$ cat config.mk
export PLATFORM = sky130hd
export DESIGN_NAME = ball_engine
export DESIGN_NICKNAME = d
export VERILOG_FILES = /design/src/rtl/pong_pkg.sv /design/src/rtl/tick_gen.sv /design/src/rtl/ball_engine.sv
export SDC_FILE = /design/constraint.sdc
export NUM_CORES = 1
export LEC_CHECK = 0
export BUFFER_PORTS_ARGS = -buffer_cell sky130_fd_sc_hd__buf_2
export CAP_MARGIN = 0
export CORE_ASPECT_RATIO = 1.4
export CORE_MARGIN = 1
export CORE_UTILIZATION = 53
export DETAILED_ROUTE_END_ITERATION = 10
export MAX_ROUTING_LAYER = met4
export PLACE_DENSITY = 0.73
export SYNTH_ARGS = -nofsm -noshare
export SYNTH_HDL_FRONTEND = slang
export SYNTH_SLANG_ARGS = --single-unit
$ cat constraint.sdc
create_clock -name clk -period 4.1 [get_ports clk]
set_input_delay 0.205 -clock clk [delete_from_list [all_inputs] [get_ports clk]]
set_output_delay 0.205 -clock clk [all_outputs]
set_load 0.05 [all_outputs]
$ cat src/rtl/pong_pkg.sv
// Shared pong types and default playfield geometry for the ball engine and its peers.
package pong_pkg;

    typedef enum logic [1:0] {
        SERVE = 2'd0,
        PLAY  = 2'd1,
        OVER  = 2'd2
    } state_t;

    // Direction vector: bit1 set = moving right, bit0 set = moving down.
    typedef logic [1:0] dir_t;
    localparam int   DIR_RIGHT = 1;
    localparam int   DIR_DOWN  = 0;
    localparam dir_t DIR_SERVE = 2'b11;

    localparam int POS_W = 10;
    localparam int EXT_W = 11;

    localparam int DEF_H_RES          = 640;
    localparam int DEF_V_RES          = 480;
    localparam int DEF_BALL_W         = 8;
    localparam int DEF_LEFT_WALL      = 35;
    localparam int DEF_PADDLE_X       = 600;
    localparam int DEF_PADDLE_H       = 72;
    localparam int DEF_TICK_DIV       = 500000;
    localparam int DEF_STEP           = 1;
    localparam int DEF_MAX_STEP       = 4;
    localparam int DEF_HITS_PER_LEVEL = 4;
    localparam int DEF_LIVES          = 3;
    localparam int DEF_SCORE_W        = 16;

endpackage

$ cat src/rtl/tick_gen.sv
// Free-running motion tick: a one-cycle strobe every TICK_DIV clocks, shared with the paddle controller.
module tick_gen #(
    parameter int TICK_DIV = 500000
) (
    input  logic clk,
    input  logic reset,
    output logic tick
);

    localparam int CNT_W = (TICK_DIV > 1) ? $clog2(TICK_DIV) : 1;
    localparam logic [CNT_W-1:0] CNT_LAST = CNT_W'(TICK_DIV - 1);

    logic [CNT_W-1:0] r_cnt;

    // NOTE: sequential state uses non-blocking (<=) so every flop samples pre-edge values.
    always_ff @(posedge clk or negedge reset) begin
        if (!reset) begin
            r_cnt <= '0;
        end else if (r_cnt == CNT_LAST) begin
            r_cnt <= '0;
        end else begin
            r_cnt <= r_cnt + 1'b1;
        end
    end

    assign tick = (r_cnt == CNT_LAST);

endmodule

$ cat src/rtl/ball_engine.sv
// Pong ball motion and rally engine: serve/play/game-over FSM, wall and paddle bounces, lives and score.
// Optional BALL_SPEEDUP_EN raises the per-tick step every HITS_PER_LEVEL paddle hits.
module ball_engine
    import pong_pkg::*;
#(
    parameter int H_RES          = DEF_H_RES,
    parameter int V_RES          = DEF_V_RES,
    parameter int BALL_W         = DEF_BALL_W,
    parameter int LEFT_WALL      = DEF_LEFT_WALL,
    parameter int PADDLE_X       = DEF_PADDLE_X,
    parameter int PADDLE_H       = DEF_PADDLE_H,
    parameter int TICK_DIV       = DEF_TICK_DIV,
    parameter int STEP           = DEF_STEP,
    parameter int MAX_STEP       = DEF_MAX_STEP,
    parameter int HITS_PER_LEVEL = DEF_HITS_PER_LEVEL,
    parameter int LIVES          = DEF_LIVES,
    parameter int SCORE_W        = DEF_SCORE_W
) (
    input  logic               clk,
    input  logic               reset,
    input  logic [POS_W-1:0]   p_y,
    input  logic               serve,
    input  logic               pause,
    input  logic               konami,
    output logic [POS_W-1:0]   ball_x,
    output logic [POS_W-1:0]   ball_y,
    output logic [SCORE_W-1:0] score,
    output logic [2:0]         lives,
    output logic [1:0]         state,
    output logic               hit_pulse,
    output logic               miss_pulse
);

    localparam logic [EXT_W-1:0] C_BALL_W   = EXT_W'(BALL_W);
    localparam logic [EXT_W-1:0] C_LEFT     = EXT_W'(LEFT_WALL);
    localparam logic [EXT_W-1:0] C_RIGHT    = EXT_W'(H_RES - 1);
    localparam logic [EXT_W-1:0] C_BOTTOM   = EXT_W'(V_RES - 1);
    localparam logic [EXT_W-1:0] C_PADDLE_X = EXT_W'(PADDLE_X);
    localparam logic [EXT_W-1:0] C_PADDLE_H = EXT_W'(PADDLE_H);
    localparam logic [POS_W-1:0] C_SERVE_X  = POS_W'(LEFT_WALL);
    localparam logic [POS_W-1:0] C_SERVE_Y  = POS_W'(V_RES / 2);
    localparam logic [POS_W-1:0] C_Y_FLOOR  = POS_W'(V_RES - 1 - BALL_W);
    localparam logic [POS_W-1:0] C_X_HIT    = POS_W'(PADDLE_X - BALL_W);

    state_t             r_state;
    dir_t               r_dir;
    logic [POS_W-1:0]   r_x;
    logic [POS_W-1:0]   r_y;
    logic [SCORE_W-1:0] r_score;
    logic [2:0]         r_lives;
    logic               r_hit_pulse;
    logic               r_miss_pulse;

    logic             w_tick;
    logic             w_move;
    logic [EXT_W-1:0] w_step;
    logic [EXT_W-1:0] w_x;
    logic [EXT_W-1:0] w_y;
    logic [EXT_W-1:0] w_py;
    logic             w_right;
    logic             w_down;
    logic             w_top;
    logic             w_bottom;
    logic             w_left;
    logic             w_hit;
    logic             w_miss;

    tick_gen #(
        .TICK_DIV (TICK_DIV)
    ) u_tick_gen (
        .clk   (clk),
        .reset (reset),
        .tick  (w_tick)
    );

    assign w_move  = (r_state == PLAY) && w_tick && !pause;
    assign w_x     = {1'b0, r_x};
    assign w_y     = {1'b0, r_y};
    assign w_py    = {1'b0, p_y};
    assign w_right = r_dir[DIR_RIGHT];
    assign w_down  = r_dir[DIR_DOWN];

    // Each axis is judged independently so a corner flips both directions in one tick.
    assign w_top    = !w_down && (w_y <= w_step);
    assign w_bottom = w_down && (w_y + C_BALL_W + w_step >= C_BOTTOM);
    assign w_left   = !w_right && (w_x <= C_LEFT + w_step);
    assign w_hit    = w_right
                    && (w_x + C_BALL_W <= C_PADDLE_X)
                    && (w_x + C_BALL_W + w_step >= C_PADDLE_X)
                    && (w_y + C_BALL_W > w_py)
                    && (w_y < w_py + C_PADDLE_H);
    assign w_miss   = w_right && !w_hit && (w_x + C_BALL_W + w_step >= C_RIGHT);

`ifdef BALL_SPEEDUP_EN
    localparam int HIT_W = (HITS_PER_LEVEL > 1) ? $clog2(HITS_PER_LEVEL) : 1;

    logic [EXT_W-1:0] r_step;
    logic [HIT_W-1:0] r_hits;

    always_ff @(posedge clk or negedge reset) begin
        if (!reset) begin
            r_step <= EXT_W'(STEP);
            r_hits <= '0;
        end else if (w_move && w_miss) begin
            r_step <= EXT_W'(STEP);
            r_hits <= '0;
        end else if (w_move && w_hit) begin
            if (r_hits == HIT_W'(HITS_PER_LEVEL - 1)) begin
                r_hits <= '0;
                if (r_step < EXT_W'(MAX_STEP)) begin
                    r_step <= r_step + 1'b1;
                end
            end else begin
                r_hits <= r_hits + 1'b1;
            end
        end
    end

    assign w_step = r_step;
`else
    logic w_unused_cfg;

    assign w_step       = EXT_W'(STEP);
    assign w_unused_cfg = ^{HITS_PER_LEVEL, MAX_STEP};
`endif

    always_ff @(posedge clk or negedge reset) begin
        if (!reset) begin
            r_state      <= SERVE;
            r_dir        <= DIR_SERVE;
            r_x          <= C_SERVE_X;
            r_y          <= C_SERVE_Y;
            r_score      <= '0;
            r_lives      <= 3'(LIVES);
            r_hit_pulse  <= 1'b0;
            r_miss_pulse <= 1'b0;
        end else begin
            r_hit_pulse  <= 1'b0;
            r_miss_pulse <= 1'b0;
            unique case (r_state)
                SERVE: begin
                    if (serve) begin
                        r_state <= PLAY;
                    end
                end
                PLAY: begin
                    if (w_move && w_miss) begin
                        r_miss_pulse <= 1'b1;
                        r_lives      <= r_lives - 3'd1;
                        r_state      <= (r_lives == 3'd1) ? OVER : SERVE;
                        r_dir        <= DIR_SERVE;
                        r_x          <= C_SERVE_X;
                        r_y          <= C_SERVE_Y;
                    end else if (w_move) begin
                        if (w_top) begin
                            r_y               <= '0;
                            r_dir[DIR_DOWN]   <= 1'b1;
                        end else if (w_bottom) begin
                            r_y               <= C_Y_FLOOR;
                            r_dir[DIR_DOWN]   <= 1'b0;
                        end else if (w_down) begin
                            r_y <= POS_W'(w_y + w_step);
                        end else begin
                            r_y <= POS_W'(w_y - w_step);
                        end

                        if (w_hit) begin
                            r_x              <= C_X_HIT;
                            r_dir[DIR_RIGHT] <= 1'b0;
                            r_hit_pulse      <= 1'b1;
                            if (r_score != '1) begin
                                r_score <= r_score + 1'b1;
                            end
                        end else if (w_left) begin
                            r_x              <= C_SERVE_X;
                            r_dir[DIR_RIGHT] <= 1'b1;
                        end else if (w_right) begin
                            r_x <= POS_W'(w_x + w_step);
                        end else begin
                            r_x <= POS_W'(w_x - w_step);
                        end
                    end
                end
                OVER: begin
                    if (serve) begin
                        r_state <= SERVE;
                        r_score <= '0;
                        r_lives <= 3'(LIVES);
                    end
                end
                default: r_state <= SERVE;
            endcase
            if (konami) begin
                r_score <= '1;
            end
        end
    end

    assign ball_x     = r_x;
    assign ball_y     = r_y;
    assign score      = r_score;
    assign lives      = r_lives;
    assign state      = r_state;
    assign hit_pulse  = r_hit_pulse;
    assign miss_pulse = r_miss_pulse;

endmodule
==> results of run 1 <==
-- stage by stage --
stage / setup WS, ns / power (uW) / util [%] / cell area [um^2] / hold slack, ns
3_5_place_dp: 0.389 / 722 / 58.7 / 5580 / 0.304
6_report: 0.318 / 1530 / 62.2 / 5920 / 0.112
3_3_place_gp: 0.472 / 720 / 58.7 / 5580 / 0.294
4_1_cts: 0.370 / 1550 / 62.2 / 5920 / 0.105
5_1_grt: 0.115 / 1580 / 62.2 / 5920 / 0.136
2_1_floorplan: 0.431 / 687 / - / 5230 / -0.0906
-- timing repair --
action                                 CTS  global route
endpoints found under the hold margin   25             0
hold buffers                             1             0
setup endpoints to repair                0             0
-- critical path: stages, from the launching register on --
cell      delay, ns
dfstp_2        0.60
ha_1           0.24
nand2_1        0.09
o21a_1         0.21
or2_2          0.30
ha_1           0.31
nand3_1        0.10
o21bai_1       0.16
a222oi_1       0.44
and4_2         0.34
and3_1         0.16
buf_4          0.26
a21oi_1        0.10
o41a_1         0.34
-- sequential cells by signal (all words and copies together) (netlist names) --
register          count
ball_x               10
lives                 3
u_tick_gen.r_cnt     19
hit_pulse             1
miss_pulse            1
r_dir                 2
state                 2
ball_y               10
score                16
-- per-layer routing --
metal,up-vias,GRT usage [%],routed length [um]
met1,2336,31.5,5490
met5,-,-,0
met2,136,46.6,6590
met4,0,13.4,454
met3,35,3.92,543
li1,2325,-,-
-- cells in the final DEF (no fill, tap or decap), types with 11 or more instances in the layout --
cell type / n
a21oi_1: 31
o21ai_0: 20
xnor2_1: 31
dfstp_2: 11
dfrtp_1: 53
inv_1: 29
nor3_1: 19
nand4_1: 14
a21o_1: 14
buf_2: 57
a211oi_1: 13
nor2_1: 53
nand2_1: 46
ha_1: 42
xor2_1: 12
and3_1: 17
nand3_1: 30
-- kinds of logic (layout without fill, tap and decap cells) --
family	after synthesis	count (layout)
flops	64	64
mux	6	6
fa+ha+maj	43	43
compound gates	149	149
xor+xnor	44	44
simple gates	242	242
buf+inv	61	111
-- worst max-delay path by stage --
stage | endpoint | slack [ns] | cells past startpoint
6_report | score[11]$_DFFE_PN0P_ | 0.32 | 13
2_1_floorplan | ball_y[8]$_DFFE_PN0P_ | 0.43 | 13
5_1_grt | lives[0]$_DFFE_PN1P_ | 0.11 | 12
4_1_cts | score[11]$_DFFE_PN0P_ | 0.37 | 13
3_3_place_gp | score[11]$_DFFE_PN0P_ | 0.47 | 13
3_5_place_dp | score[11]$_DFFE_PN0P_ | 0.39 | 13
-- report_power, final --
group          switching [uW]  total, uW  leakage (uW)  internal, uW
logic                    49.6       77.7       0.00176          28.1
registers               0.524        634      0.000725           634
clock network             276        821      0.000158           545
total                     327       1530       0.00264          1210
-- cell type report --
cell class,count,area [um^2]
timing repair buffer,65,348
clock buffer,10,239
inverter,30,113
multi-input combinational,484,3350
clock inverter,6,82.6
sequential,64,1620
tap,132,165
fill,834,3600
==> impl_metrics.yaml, run 1 <==
outcome:
  outcome: "completed"
clock_tree:
  cts-buffers-inserted: 9
  cts_buffer_depth: 2
  clock_latency_ns: 0.33
  cts_resized: 0
  post_cts_buffers: 0
  cts-root-buf: "clkbuf_16"
  clock-sinks: 64
  cts.htree.levels: 3
  path_clk_slew_ns: 0.05
  cts_tree: "done"
floorplan:
  initial_core_util_pct: 55.0
  core_area_um2: 9510
  die_w_um: 86.0
  boundaryPins: 58
  dieArea_um2: 10300
  rows: 42
  die_h_um: 120
worst_setup_path:
  required_ns: 4.31
  cp_max_fo: 24
  endpoint_kind: "register"
  r2r_cells: 13
  crit_start: "ball_y[4]$_DFFE_PN1P_"
  r2r-end: "score[11]$_DFFE_PN0P_"
  r2r_start: "ball_y[4]$_DFFE_PN1P_"
  cp.arrival_ns: 3.99
  startpoint_type: "register"
  r2r_slack_ns: 0.32
  critical_path_class: "register to register"
synthesis:
  synth_edf_count: 0
  postSynthCellCount: 609
  ys_types: 75
  synth_fa_ha_area_share_pct: 10.4
  synthFlopType: "dfrtp_1"
  synth_compound_area_share_pct: 20.1
  synth_top_family_by_area: "simple AND/OR/NAND/NOR gates"
  async_reset_ff_share_pct: 100
  ys_ff_latch: 64
  syn-num-nets: 667
  synth.cell_area_um2: 5230
  synth_xor_area_share_pct: 7.51
  synthTopCellsByArea: "dfrtp_1 (25%), ha_1 (10%), dfstp_2 (5.5%), xnor2_1 (5.2%), nor2_1 (3.8%)"
  syn_area_per_cell_um2: 8.59
  yosysTopAreaCellShare_pct: 25.3
  seq_area_frac_synth_pct: 30.9
  yosys.area.top_type: "dfrtp_1"
  synthTopCellsByCount: "dfrtp_1 (53), nor2_1 (53), nand2_1 (46)"
  synth-simple-area-share_pct: 24.9
  synth.mux.area_fraction_pct: 1.15
  yosysWarnings: 0
placed_design:
  portBuffers: 57
  gp_congestion: 0.917
  dp_cells: 774
  dpl.hpwl_mm: 9.59
global_route:
  grt_pass1_wl_mm: 21.9
  grt_overflow_total: 0
  grt_max_degree: 34
  antenna_found_initial: 0
  grt_pass1_vias: 4738
  grt_use_total_pct: 27.5
sta:
  fin_crit_ns: 3.78
  clock.fmax_mhz: 264
  fin_skew_ns: 0.00569
  worst_pin_slew_ns: 0.923
  rsz0062_at_grt: "false"
  finalCritPeriodShare_pct: 92.2
  relSlewSlack_pct: 38.2
  tns_ns: 0
  hold_viol: 0
  finalSetupViolations: 0
  maxSlewViolCount: 0
power_and_ir_drop:
  p_leak_uw: 0.00264
  p_per_area_nw_per_um2: 259
  irDropWorstVdd_mv: 0.287
worst_hold_path:
  holdPathStages: 2
  hp-start: "serve"
  min_to: "state[1]$_DFFE_PN0P_"
  hold_path.class: "input port to register"
finish:
  fin_cells: 791
  layout-drive-gt1-share_pct: 17.0
  synthToLayoutAreaGrowth_pct: 13.0
  diodes: 0
  layout.nets: 712
drt:
  drt-pass1-iter-count: 5
  post-route-drc-count: 0
  antenna_left: 0
  vias: 4832
  drt_wl_total_mm: 13.1
  dr.first_iter.drc_count: 280
  wire_per_inst_um: 16.5
  viasPerCell: 6.11
run:
  maxCapViolCount: 0
Note: power is estimated with default switching activity, not from simulation.
==> run 2: changes to the inputs <==
Settings changed: CORE_UTILIZATION 53 to 35, PLACE_DENSITY 0.73 to unset.
==> impl_metrics.yaml, run 2 (synthesis gave the netlist of run 1 again) <==
finish:
  final_cell_mix: "buf_2 (57), nor2_1 (53), dfrtp_1 (53), nand2_1 (46), ha_1 (42)"
  largest_register: "u_tick_gen.r_cnt"
  synthToLayoutAreaGrowth_pct: 15.0
  layout-drive-gt1-share_pct: 17.8
  layout_commonest_cell: "buf_2"
  largest_reg_flops: 19
  num-fill-cells: 1457
  layout.nets: 720
  diodes: 0
floorplan:
  initial_core_util_pct: 36.1
  die_w_um: 105
  rows: 52
  dieArea_um2: 15500
  die_h_um: 147
  core_area_um2: 14500
  boundaryPins: 58
global_route:
  antenna_found_initial: 0
  grt_use_total_pct: 19.1
  grt_overflow_total: 0
  grt_max_degree: 35
  grt_pass1_wl_mm: 23.2
  grt_pass1_vias: 4779
worst_setup_path:
  required_ns: 4.33
  r2r_cells: 12
  cp.arrival_ns: 4.02
  crit_start: "ball_y[4]$_DFFE_PN1P_"
  r2r-end: "ball_y[8]$_DFFE_PN0P_"
  critical_path_class: "register to register"
  endpoint_kind: "register"
  cp_max_fo: 13
  startpoint_type: "register"
  r2r_slack_ns: 0.31
  r2r_start: "ball_y[4]$_DFFE_PN1P_"
drt:
  dr_wl_met2_mm: 7.23
  highest_layer: "met4"
  drt-pass1-iter-count: 4
  drt_wl_total_mm: 14.1
  vias: 4833
  wl_met1_mm: 6.00
  antenna_left: 0
  dr_wl_met3_um: 434
  dr.first_iter.drc_count: 195
  wire_per_inst_um: 16.5
  post-route-drc-count: 0
  viasPerCell: 5.65
sta:
  maxSlewViolCount: 0
  clock.fmax_mhz: 264
  rsz0062_at_grt: "false"
  finalCritPeriodShare_pct: 92.4
  worst_slack_ns: 0.311
  fin_skew_ns: 0.00817
  relSlewSlack_pct: 39.3
  finalSetupViolations: 0
  fin_crit_ns: 3.79
  hold_viol: 0
  tns_ns: 0
  worst_pin_slew_ns: 0.903
clock_tree:
  clock_latency_ns: 0.33
  cts_buffer_depth: 2
  clock-sinks: 64
  cts-root-buf: "clkbuf_16"
  cts_tree: "done"
  cts-buffers-inserted: 9
  path_clk_slew_ns: 0.06
  cts.htree.levels: 3
worst_hold_path:
  min_to: "state[1]$_DFFE_PN0P_"
  hp-start: "serve"
  holdPathStages: 2
  hold_path.class: "input port to register"
placed_design:
  dpl.hpwl_mm: 10.6
  pre_cts_ws_ns: 0.268
  gp_congestion: 0.896
  portBuffers: 57
power_and_ir_drop:
  p_leak_uw: 0.00267
  irDropWorstVdd_mv: 0.248
  p_per_area_nw_per_um2: 244
  p_total_uw: 1470
run:
  maxCapViolCount: 0
outcome:
  outcome: "completed"
## run 2: cell type report
class                   instances  area (um^2)  share of cell area, %
clock inverters                 4         45.0                  0.748
flip-flops and latches         64         1620                   26.8
repair buffers                 73          408                   6.78
well taps                     189          236                   3.93
inverters                      30          113                   1.87
clock buffers                  12          246                   4.10
multi-input cells             484         3350                   55.7
## run 2: critical path: stages, from the launching register on
cell and delay (ns):
dfstp_2 0.62, ha_1 0.25, nand2_1 0.09, o21a_1 0.20, or2_2 0.31, ha_1 0.29
nand3_1 0.10, o21bai_1 0.17, a222oi_1 0.47, nand4_1 0.20, or3_4 0.45, a21o_4 0.27
a221oi_2 0.26
## run 2: timing repair
item	4_1_cts	5_1_grt
endpoints found under the hold margin	27	0
hold buffers	1	0
gates resized for setup	0	1
setup buffers	0	0
setup endpoints to repair	0	7
## run 2: worst max path at each step
stage | endpoint | slack, ns | cells after the start
CTS | score[10]$_DFFE_PN0P_ | 0.22 | 12
global route | ball_y[9]$_DFFE_PN0P_ | 0.02 | 12
global placement | score[10]$_DFFE_PN0P_ | 0.36 | 12
detailed placement | score[10]$_DFFE_PN0P_ | 0.27 | 12
finish | ball_y[8]$_DFFE_PN0P_ | 0.31 | 12
floorplan | ball_y[8]$_DFFE_PN0P_ | 0.43 | 13
## run 2: power by group
part           switching [uW]  total, uW  internal, uW  leakage [uW]
clock network             275        759           484      0.000146
logic                    49.7       77.7          28.0       0.00180
registers               0.494        634           634      0.000725
## run 2: through the flow
stage                     utilization [%]  hold WS, ns  instance area [um^2]  instances
final                                41.5        0.130                  6020        856
after CTS                            41.5        0.119                  6020        856
after global routing                 41.5        0.136                  6020        856
after floorplan                         -      -0.0906                  5230        609
after global placement               39.4        0.336                  5720        839
after detailed placement             39.4        0.341                  5720        839
## run 2: metal layers
layer | track usage [%] | up-vias
li1 | - | 2352
met1 | 21.9 | 2332
met2 | 32.7 | 116
met3 | 2.66 | 33
met4 | 9.23 | 0
met5 | - | -
==> run 3: changes to the inputs <==
Settings changed: BUFFER_PORTS_ARGS -buffer_cell sky130_fd_sc_hd__buf_2 to unset, DONT_BUFFER_PORTS set to 1.
Clock period 4.1 ns to 4.84 ns, I/O delays scaled along.
==> impl_metrics.yaml, run 3 (synthesis gave the netlist of run 1 again) <==
worst_setup_path:
  r2r_cells: 12
  r2r_start: "ball_y[4]$_DFFE_PN1P_"
  cp_cell_sequence: "ha_1, nand2_1, o21a_1, or2_2, ha_1, nand3_1, o21bai_1, a222oi_1, nand4_1, nor3_1, nor4_1, a22o_1"
  critPathSlowestCell: "dfstp_2"
  cp_max_fo: 9
  r2r_slack_ns: 0.75
  critPathTopFamily: "simple AND/OR/NAND/NOR gates"
  crit_buf_inv: 0
  endpoint_kind: "register"
  cp_common_cell: "ha_1"
  critical_path_class: "register to register"
  cp.arrival_ns: 4.31
  required_ns: 5.05
  startpoint_type: "register"
  cp_slowest_stage_delay_ns: 0.78
  r2r-end: "ball_x[8]$_DFFE_PN0P_"
drt:
  wire_per_inst_um: 17.5
  dr.first_iter.drc_count: 298
  drt-pass1-iter-count: 4
  viasPerCell: 5.74
  post-route-drc-count: 0
  vias: 4567
  antenna_left: 0
  drt_wl_total_mm: 13.9
finish:
  synthToLayoutAreaGrowth_pct: 9.01
  layout.nets: 659
  finish.instance_area_um2: 5710
  diodes: 0
  final_cell_mix: "nor2_1 (53), dfrtp_1 (53), nand2_1 (46), ha_1 (42)"
  layout-drive-gt1-share_pct: 8.91
  final_core_util_pct: 39.3
  largest_register: "u_tick_gen.r_cnt"
  largest_reg_flops: 19
global_route:
  grt_use_total_pct: 19.1
  grt_pass1_wl_mm: 22.9
  grt_overflow_total: 0
  grt_max_degree: 65
  antenna_found_initial: 0
  grt_pass1_vias: 4581
sta:
  hold_viol: 0
  relSlewSlack_pct: 40.5
  finalCritPeriodShare_pct: 84.6
  clock.fmax_mhz: 244
  finalSetupViolations: 0
  tns_ns: 0
  fin_skew_ns: 0.00643
  worst_pin_slew_ns: 0.890
  fin_crit_ns: 4.09
  maxSlewViolCount: 0
  rsz0062_at_grt: "false"
floorplan:
  initial_core_util_pct: 36.1
  die_w_um: 105
  boundaryPins: 58
  core_area_um2: 14500
  dieArea_um2: 15500
  rows: 52
  die_h_um: 147
worst_hold_path:
  holdPathStages: 1
  hp-start: "konami"
  hold_path.class: "input port to register"
  min_to: "score[14]$_DFFE_PN0P_"
clock_tree:
  path_clk_slew_ns: 0.05
  cts_tree: "done"
  cts-buffers-inserted: 9
  cts_buffer_depth: 2
  cts.htree.levels: 3
  post_cts_buffers: 0
  clock-sinks: 64
  clock_latency_ns: 0.33
  cts-root-buf: "clkbuf_16"
power_and_ir_drop:
  internal-power_uw: 934
  p_sw_uw: 256
  p_seq_share_pct: 45.4
  switching_share_pct: 21.5
  p_leak_uw: 0.00243
  irDropWorstVdd_mv: 0.178
  comb_power_share_pct: 4.7
  p_per_area_nw_per_um2: 208
  p_clk_share_pct: 49.9
run:
  maxCapViolCount: 0
placed_design:
  dpl.hpwl_mm: 10.4
  portBuffers: 0
  gp_congestion: 0.930
  dpl_cell_area_um2: 5390
outcome:
  outcome: "completed"
==> run 3: changes by cell type in the layout (fill, tap and decap cells not counted) <==
| cell | change |
|---|---|
| and3_1 | +1 |
| buf_16 | +1 |
| clkinv_2 | -2 |
| buf_2 | -57 |
| clkbuf_8 | +1 |
| dlygate4sd3_1 | +1 |
| clkbuf_1 | +2 |
| buf_4 | -6 |
| and3_2 | -1 |
| bufinv_16 | -1 |
==> run 3: metrics by stage <==
step / total power, uW / hold WS, ns / worst slack (ns) / cells
after CTS: 1200 / 0.00565 / 0.770 / 795
after global routing: 1230 / 0.00789 / 0.462 / 795
final: 1190 / 0.0203 / 0.745 / 795
after floorplan: 582 / -0.0536 / 1.17 / 609
after detailed placement: 590 / -0.0508 / 0.775 / 776
after global placement: 588 / -0.0508 / 0.881 / 776
==> run 3: metal layers <==
metal	vias up	GRT usage, %	share of wire (%)
li1	2222	-	-
met3	33	4.48	5.0
met2	116	34.0	53
met5	-	-	0
met4	0	9.23	3.8
met1	2196	19.6	38
==> run 3: power groups by stage <==
stage / clock network [uW] / registers (uW) / logic (uW)
2_1_floorplan: 0 / 548 / 33.6
3_3_place_gp: 0 / 548 / 39.5
3_5_place_dp: 0 / 548 / 41.4
4_1_cts: 606 / 540 / 56.8
5_1_grt: 632 / 539 / 63.9
6_report: 594 / 540 / 55.9
==> run 3: worst max-delay path by stage <==
stage | start | end | slack (ns) | cells past startpoint
after floorplan | ball_y[7]$_DFFE_PN1P_ | ball_y[8]$_DFFE_PN0P_ | 1.17 | 13
after global placement | ball_y[4]$_DFFE_PN1P_ | score[3]$_DFFE_PN0P_ | 0.88 | 13
after detailed placement | ball_y[4]$_DFFE_PN1P_ | ball_y[3]$_DFFE_PN0P_ | 0.78 | 12
after CTS | ball_y[4]$_DFFE_PN1P_ | ball_y[3]$_DFFE_PN0P_ | 0.77 | 12
after global routing | ball_y[4]$_DFFE_PN1P_ | score[11]$_DFFE_PN0P_ | 0.46 | 13
final | ball_y[4]$_DFFE_PN1P_ | ball_x[8]$_DFFE_PN0P_ | 0.75 | 12
==> run 3: timing repair <==
item	CTS	global route
hold buffers	3	0
endpoints found under the hold margin	65	0
setup endpoints to repair	0	0
gates resized for setup	0	0
==> run 3: area by class of cell <==
cell class	instances	area, um^2
Fill cell	1439	8800
Timing Repair Buffer	12	115
Tap cell	189	236
Sequential cell	64	1620
Multi-Input combinational cell	484	3350
Clock inverter	1	5.00
Inverter	30	113
Clock buffer	15	268
